===== config.mk =====
export PLATFORM = sky130hd
export DESIGN_NAME = fpnew_unit_arbiter
export DESIGN_NICKNAME = d
export VERILOG_FILES = /design/src/rtl/fpnew_unit_arbiter.sv
export SDC_FILE = /design/constraint.sdc
export NUM_CORES = 1
export LEC_CHECK = 0
export ABC_CLOCK_PERIOD_IN_PS = 5450
export CAP_MARGIN = 25
export CORE_AREA = 4 4 128 130
export CTS_BUF_LIST = sky130_fd_sc_hd__clkbuf_4 sky130_fd_sc_hd__clkbuf_8 sky130_fd_sc_hd__clkbuf_16
export DETAILED_ROUTE_END_ITERATION = 8
export DIE_AREA = 0 0 132 134
export MAX_ROUTING_LAYER = met4
export RECOVER_POWER = 100
export REMOVE_ABC_BUFFERS = 1
export SETUP_SLACK_MARGIN = 0.4
export SYNTH_ARGS = -nofsm -noshare
export SYNTH_HDL_FRONTEND = slang
export SYNTH_SLANG_ARGS = --single-unit
export TNS_END_PERCENT = 50

===== constraint.sdc =====
create_clock -name clk_i -period 5.45 [get_ports clk_i]
set_input_delay 1.635 -clock clk_i [delete_from_list [all_inputs] [get_ports clk_i]]
set_output_delay 1.635 -clock clk_i [all_outputs]
set_load 0.05 [all_outputs]

===== src/rtl/fpnew_unit_arbiter.sv =====
// fpnew_unit_arbiter: shares one in-order iterative FP unit between NumReq
// requesters. One grant per cycle onto the unit input handshake; the grant
// index is queued in an in-flight ID FIFO and used to steer each response
// back to its requester.
// Build option: define FPNEW_ARB_ROUND_ROBIN_EN for round-robin arbitration;
// otherwise the lowest valid index wins (fixed priority, no pointer register).

// Per-requester steering: ready on the request side, valid on the response side.
module fpnew_unit_arbiter_lane (
  input  logic is_gnt,
  input  logic issue_rdy,
  input  logic is_head,
  input  logic rsp_fwd,
  output logic req_ready,
  output logic rsp_valid
);
  assign req_ready = is_gnt & issue_rdy;
  assign rsp_valid = is_head & rsp_fwd;
endmodule

module fpnew_unit_arbiter #(
  parameter int NumReq      = 2,
  parameter int DataWidth   = 64,
  parameter int MaxInflight = 4
) (
  input  logic                               clk_i,
  input  logic                               rst_ni,
  input  logic                               flush_i,
  input  logic [NumReq-1:0]                  req_valid_i,
  output logic [NumReq-1:0]                  req_ready_o,
  input  logic [NumReq-1:0][DataWidth-1:0]   req_data_i,
  output logic                               unit_valid_o,
  input  logic                               unit_ready_i,
  output logic [DataWidth-1:0]               unit_data_o,
  input  logic                               unit_rsp_valid_i,
  output logic                               unit_rsp_ready_o,
  input  logic [DataWidth-1:0]               unit_rsp_data_i,
  output logic [NumReq-1:0]                  rsp_valid_o,
  input  logic [NumReq-1:0]                  rsp_ready_i,
  output logic [DataWidth-1:0]               rsp_data_o,
  output logic                               flush_o,
  output logic                               busy_o
);

  localparam int IdW   = (NumReq > 1) ? $clog2(NumReq) : 1;
  localparam int AddrW = (MaxInflight > 1) ? $clog2(MaxInflight) : 1;
  localparam int CntW  = $clog2(MaxInflight) + 1;

  typedef logic [IdW-1:0]   id_t;
  typedef logic [AddrW-1:0] addr_t;

  id_t             id_mem [MaxInflight];
  addr_t           wr_ptr, rd_ptr;
  logic [CntW-1:0] cnt;

  logic fifo_full, fifo_empty;
  logic can_issue, any_valid, issue_rdy, push, pop;
  logic rsp_route, rsp_fwd;
  id_t  gnt, head;

  // Pointer advance with wrap at MaxInflight (works for depth 1 too).
  function automatic addr_t inc_ptr(input addr_t p);
    return (p == addr_t'(MaxInflight - 1)) ? '0 : p + addr_t'(1);
  endfunction

  assign fifo_full  = (cnt == CntW'(MaxInflight));
  assign fifo_empty = (cnt == '0);

  // Full blocks issue even when a pop lands in the same cycle, so the
  // response handshake never feeds the request side combinationally.
  assign can_issue  = ~fifo_full & ~flush_i;
  assign any_valid  = |req_valid_i;
  assign issue_rdy  = can_issue & any_valid & unit_ready_i;

  assign unit_valid_o = can_issue & any_valid;
  assign unit_data_o  = req_data_i[gnt];
  assign push         = unit_valid_o & unit_ready_i;

  assign head             = id_mem[rd_ptr];
  assign rsp_route        = ~fifo_empty & ~flush_i;
  assign rsp_fwd          = unit_rsp_valid_i & rsp_route;
  assign unit_rsp_ready_o = rsp_route & rsp_ready_i[head];
  assign pop              = unit_rsp_valid_i & unit_rsp_ready_o;
  assign rsp_data_o       = unit_rsp_data_i;

  assign flush_o = flush_i;
  assign busy_o  = ~fifo_empty;

`ifdef FPNEW_ARB_ROUND_ROBIN_EN
  id_t rr_ptr;

  // Round-robin: first valid index at or after rr_ptr, wrapping. Scan from
  // the far end so the nearest offset overwrites last and wins.
  always_comb begin
    id_t idx;
    idx = '0;
    gnt = '0;
    for (int i = NumReq - 1; i >= 0; i--) begin
      idx = id_t'((int'(rr_ptr) + i) % NumReq);
      if (req_valid_i[idx]) gnt = idx;
    end
  end

  // Pointer moves only on an accepted issue, so a stalled grant is held.
  always_ff @(posedge clk_i or negedge rst_ni) begin
    if (!rst_ni)      rr_ptr <= '0;
    else if (flush_i) rr_ptr <= '0;
    else if (push)    rr_ptr <= (gnt == id_t'(NumReq - 1)) ? '0 : gnt + id_t'(1);
  end
`else
  // Fixed priority: lowest valid index wins.
  always_comb begin
    id_t idx;
    idx = '0;
    gnt = '0;
    for (int i = NumReq - 1; i >= 0; i--) begin
      idx = id_t'(i);
      if (req_valid_i[idx]) gnt = idx;
    end
  end
`endif

  // ID storage; contents are don't-care while the slot is not occupied.
  always_ff @(posedge clk_i) begin
    if (push) id_mem[wr_ptr] <= gnt;
  end

  // FIFO pointers and in-flight count; flush drops everything in flight.
  always_ff @(posedge clk_i or negedge rst_ni) begin
    if (!rst_ni) begin
      wr_ptr <= '0;
      rd_ptr <= '0;
      cnt    <= '0;
    end else if (flush_i) begin
      wr_ptr <= '0;
      rd_ptr <= '0;
      cnt    <= '0;
    end else begin
      if (push) wr_ptr <= inc_ptr(wr_ptr);
      if (pop)  rd_ptr <= inc_ptr(rd_ptr);
      case ({push, pop})
        2'b10:   cnt <= cnt + CntW'(1);
        2'b01:   cnt <= cnt - CntW'(1);
        default: cnt <= cnt;
      endcase
    end
  end

  // Per-requester ready/valid steering.
  for (genvar i = 0; i < NumReq; i++) begin : g_lane
    fpnew_unit_arbiter_lane u_lane (
      .is_gnt    (gnt == id_t'(i)),
      .issue_rdy (issue_rdy),
      .is_head   (head == id_t'(i)),
      .rsp_fwd   (rsp_fwd),
      .req_ready (req_ready_o[i]),
      .rsp_valid (rsp_valid_o[i])
    );
  end

endmodule


* Yosys cells after proc, flatten, opt, wreduce, memory -nomap -nowiden
Memory sizes are Yosys's and may differ from the RTL's. Index checks and enable logic that the tools add are counted.
Word-level totals: flip-flop bits (word level) 7, bits in latches 0, RAM bits 4, bits in read-only memories 0, input bits 201, output and inout bits 136, logic and storage cells 52, memories 1
Operators by class: $add $sub $neg 4, $mul 0, divide/modulo/power cells 0, order comparisons 2, equality and inequality tests 5, shifts and indexed selects 0, multiplexer cells 16, bitwise logic cells 16, reduce and logical (&&, ||, !) cells 5
Memory list:
- id_mem | words 4, bits a word 1, read ports 1, clocked after memory_dff 0, wr ports 1, line 52 | id_t id_mem [MaxInflight];
Operators by type and width (count):
- 64-bit two-way mux | 2
- 2-bit two-way mux | 6
- 1-bit bitwise AND | 11
- 2-bit == test (second input constant) | 3
- 1-bit two-way mux | 6
- 3-bit one-hot mux with 2 select lines | 1
- 1-bit NOT | 5
- 2-bit by 1-bit adder with 2-bit output (second input constant) | 2
- 1-bit by 2-bit less-than comparator with 1-bit output (second input constant) | 2
- 2-bit nonzero test | 2
- 3-bit by 1-bit adder with 3-bit output (second input constant) | 1
- 3-bit == test (second input constant) | 1
- 3-bit zero test | 1
- 3-bit two-way mux | 1
- 3-bit nonzero test | 1
- 3-bit by 1-bit subtractor with 3-bit output (second input constant) | 1
- 2-bit by 1-bit == test with 1-bit output (second input constant) | 1
- 2-bit OR reduction | 1

* Logic depth before layout (Yosys ltp)
word-level depth 8, gate-level depth with buffers 8, mapped depth without buffers 8

* By module
A second synthesis with hierarchy kept.
Unflattened totals: cells, all modules 208, area total of the unflattened synthesis 1981.9 um2
Modules (own cells, without submodules):
- fpnew_unit_arbiter | instances 1, cells each 204, area an instance 1956.9 um2, sequential area each 295.3 um2
- fpnew_unit_arbiter_lane | instances 2, cells each 2, area an instance 12.5 um2, sequential area each 0.0 um2

* Least setup slack after synthesis
Ideal clock, no wire load.
kind input-to-output, start point input req_valid_i[1], end point output unit_data_o[47], arrival 2.901 ns, required time 3.815 ns, setup slack 0.914 ns, stages on the path 4, buffers on the path 2, path through nor2b_1 buf_1 buf_2 mux2_2
Between the ends: word-level cells in the longest chain between the ends 4
RTL lines:
- start, declared | line 29 | input logic [NumReq-1:0] req_valid_i,
- 1-bit two-way mux (2 in series) | line 118 | if (req_valid_i[idx]) gnt = idx;
- via g_lane[1].u_lane.is_gnt | line 10 | input logic is_gnt,
- 64-bit two-way mux (not written as such) (2 in series) | line 76 | assign unit_data_o = req_data_i[gnt];
- end, declared | line 34 | output logic [DataWidth-1:0] unit_data_o,
The timed path passes the listed nets, and every way through them passes these cells. The select of a mux whose other input is x is not followed.

* Worst setup path in the final report
start point input req_valid_i[0], end point output unit_data_o[54]
Between the ends: word-level cells in the longest chain between the ends 3
RTL lines (line):
- 1-bit two-way mux | 118
- 64-bit two-way mux (not written as such) (2 in series) | 76
No other way between the ends. The select of a mux whose other input is x is not followed.

==> impl_metrics.ini <==
[yosys]
syn-mean-instance-area_sq_um = 9.500
synth_cell_types = 35
yosysWarnings = 0
synthArstFlopShare_pct = 63.64
ys_seq_area_share_pct = 14.73
yosysTopAreaCellShare_pct = 35.96
synth_top_flop_cell = dfrtp_1
synthCells = 211
synth_seq_cells = 11
synth_edf_count = 4
yosysTopAreaCell = mux2_2
synth_area_leaders = mux2_2, buf_4, dfrtp_1
syn_area_sq_um = 2004

[hold_path]
hp-class = reg -> reg

[final_layout]
mostFrequentLayoutCell = clkdlybuf4s50_1
drive_gt1_share_pct = 29.36
stdcell_area_sq_um = 3632
n_fill_cell = 1659
finalNetCount = 569
syn_to_final_growth_pct = 81.21
final_util_pct = 23.98
fin_cells = 549
antenna_cells = 0
final_cell_mix = clkdlybuf4s50_1, mux2_2, clkbuf_1, clkbuf_2, buf_4

[floorplan]
initial_core_util_pct = 13.23
die_h_microns = 134
dieArea_sq_um = 17690
die_w_microns = 132
rows = 45
io_pins = 337
coreArea_sq_um = 15150

[worst_setup_path]
cp.arrival_ns = 3.52
crit_path_end_kind = output port
worstPathRequired_ns = 3.82
worstSetupStartpointType = primary input
worstSetupPathType = in -> out
crit_path_max_fanout = 12

[status]
status = finished, final reports clean

[detailed_routing]
viasPerCell = 3.903
drt_iter0_drc = 51
wire_per_inst_microns = 25.24
first_pass_iters = 4
detail-route-antenna-nets = 0
routed_wl_mm = 13.86
drc = 0
vias = 2143

[sta]
max_slew_margin_pct = 52.16
hold_violations = 0
tightest_slew_ns = 0.7207
setup_ws_ns = 0.2996
fmax_mhz = 194.2
setup_viol = 0
min_period_ns = 5.150
grt_setup_unrepaired = yes
finalMaxSlewViolations = 0
post-route-period-util_pct = 94.50
clock_skew_ns = 0.001088

[placed_design]
dp_slack_ns = 0.3606
placed_cell_area_sq_um = 3742
globalplace.congestion = 0.8383
placedCellCount = 541
port_buffers = 208
hpwl_mm = 12.86

[clocking]
cts_tree = yes
clk_pin_slew_ns = 0.04
htreeDepth = 1
clk-insertion-delay-late_ns = 0.24
cts_inserted_buffers = 3
root_buffer = clkbuf_16
clock_sinks = 11
clock_path_buffers = 2
cts_hold_buf = 0

[global_route]
grt_start_max_net_pins = 23
grt_util_all_layers_pct = 15.18
antenna_found_initial = 0
grt_pass1_wl_mm = 18.61
grt_overflow = 0
grt_pass1_vias = 2435

[pwr]
ir_drop_mv = 0.09287
powerDensity_nw_per_um2 = 197.0
cellLeakagePower_nw = 1.405

[flow_run]
cap_violations = 0
==> worst max-delay path, cell delays in order <==
cell and delay [ns]:
dlygate4sd3_1 0.55, nor2b_1 0.22, buf_12 0.18, clkbuf_1 0.29, mux2_2 0.38, clkbuf_2 0.24
==> Yosys cell counts (all sizes together), types with 2 or more instances <==
cell type   n
clkbuf      4
nor2b       2
inv         2
and2        5
a21oi       2
buf        74
nor2        9
o21ai       3
ha          5
nand3       4
dfrtp       7
o31ai       2
edfxtp      4
nand2       6
mux2       64
and3        2
nor3        3
==> routing by layer <==
metal  wire [microns]  GRT usage [%]  part of all wire [%]
met4               27         0.5834                  0.19
met5                0              -                     0
met2             6375          24.06                    46
met3             4187          20.63                    30
met1             3266          10.47                    24
==> kinds of logic (layout without fill, tap and decap cells) <==
group           after synthesis  after routing  share of synthesized area, %
flops                        11             11                         14.73
compound gates               10             10                         3.371
simple gates                 36             36                         10.11
mux                          66             66                         38.20
fa+ha+maj                     6              6                         4.120
buf+inv                      81            231                         28.34
xor+xnor                      1              1                         1.124
==> sequential cells by signal, summed over array words and instances (netlist names) <==
name / flops
id_mem: 4
wr_ptr: 2
rd_ptr: 2
cnt: 3
==> power by group <==
group,leakage (nW),internal [W],switching [W],total [W]
Sequential,0.132,0.0000966,0.0000111,0.000108
Combinational,1.23,0.000197,0.000277,0.000473
Clock,0.0409,0.0000972,0.0000371,0.000134
==> through the flow <==
stage | power (W) | setup TNS (ns) | hold WS, ns
after floorplan | 0.0003969 | -104.78 | 0.5072
after global placement | 0.0006136 | 0 | 0.5316
after detailed placement | 0.0006203 | 0 | 0.5535
after CTS | 0.0007618 | 0 | 0.5637
after global routing | 0.0007527 | 0 | 0.5855
final | 0.0007155 | 0 | 0.5625
==> repair_timing <==
item,4_1_cts,5_1_grt
resized for setup,0,1
setup endpoints to repair,52,2
buffers inserted,4,0
==> final cells by class <==
cell class	instances	area (sq um)	share of cell area (%)
sequential	11	295.3	8.130
tap	188	235.2	6.476
multi-input combinational	119	1130	31.11
inverter	3	11.26	0.3100
clock buffer	3	75.07	2.067
timing repair buffer	224	1881	51.77
clock inverter	1	5.005	0.1378
==> final timing paths <==
kind | to | from | depth (start not counted) | slack, ns
max | unit_data_o[54] | req_valid_i[0] | 6 | 0.30
min | rd_ptr[0]$_DFFE_PN0P_ | rd_ptr[0]$_DFFE_PN0P_ | 1 | 0.56
max reg2reg | cnt[2]$_DFFE_PN0P_ | rd_ptr[0]$_DFFE_PN0P_ | 8 | 2.73
min reg2reg | rd_ptr[0]$_DFFE_PN0P_ | rd_ptr[0]$_DFFE_PN0P_ | 1 | 0.56
max in group asynchronous | wr_ptr[0]$_DFFE_PN0P_ | rst_ni | 1 | 3.46
min in group asynchronous | cnt[1]$_DFFE_PN0P_ | rst_ni | 1 | 1.74
No activity file was read; power rests on OpenSTA's default activity.
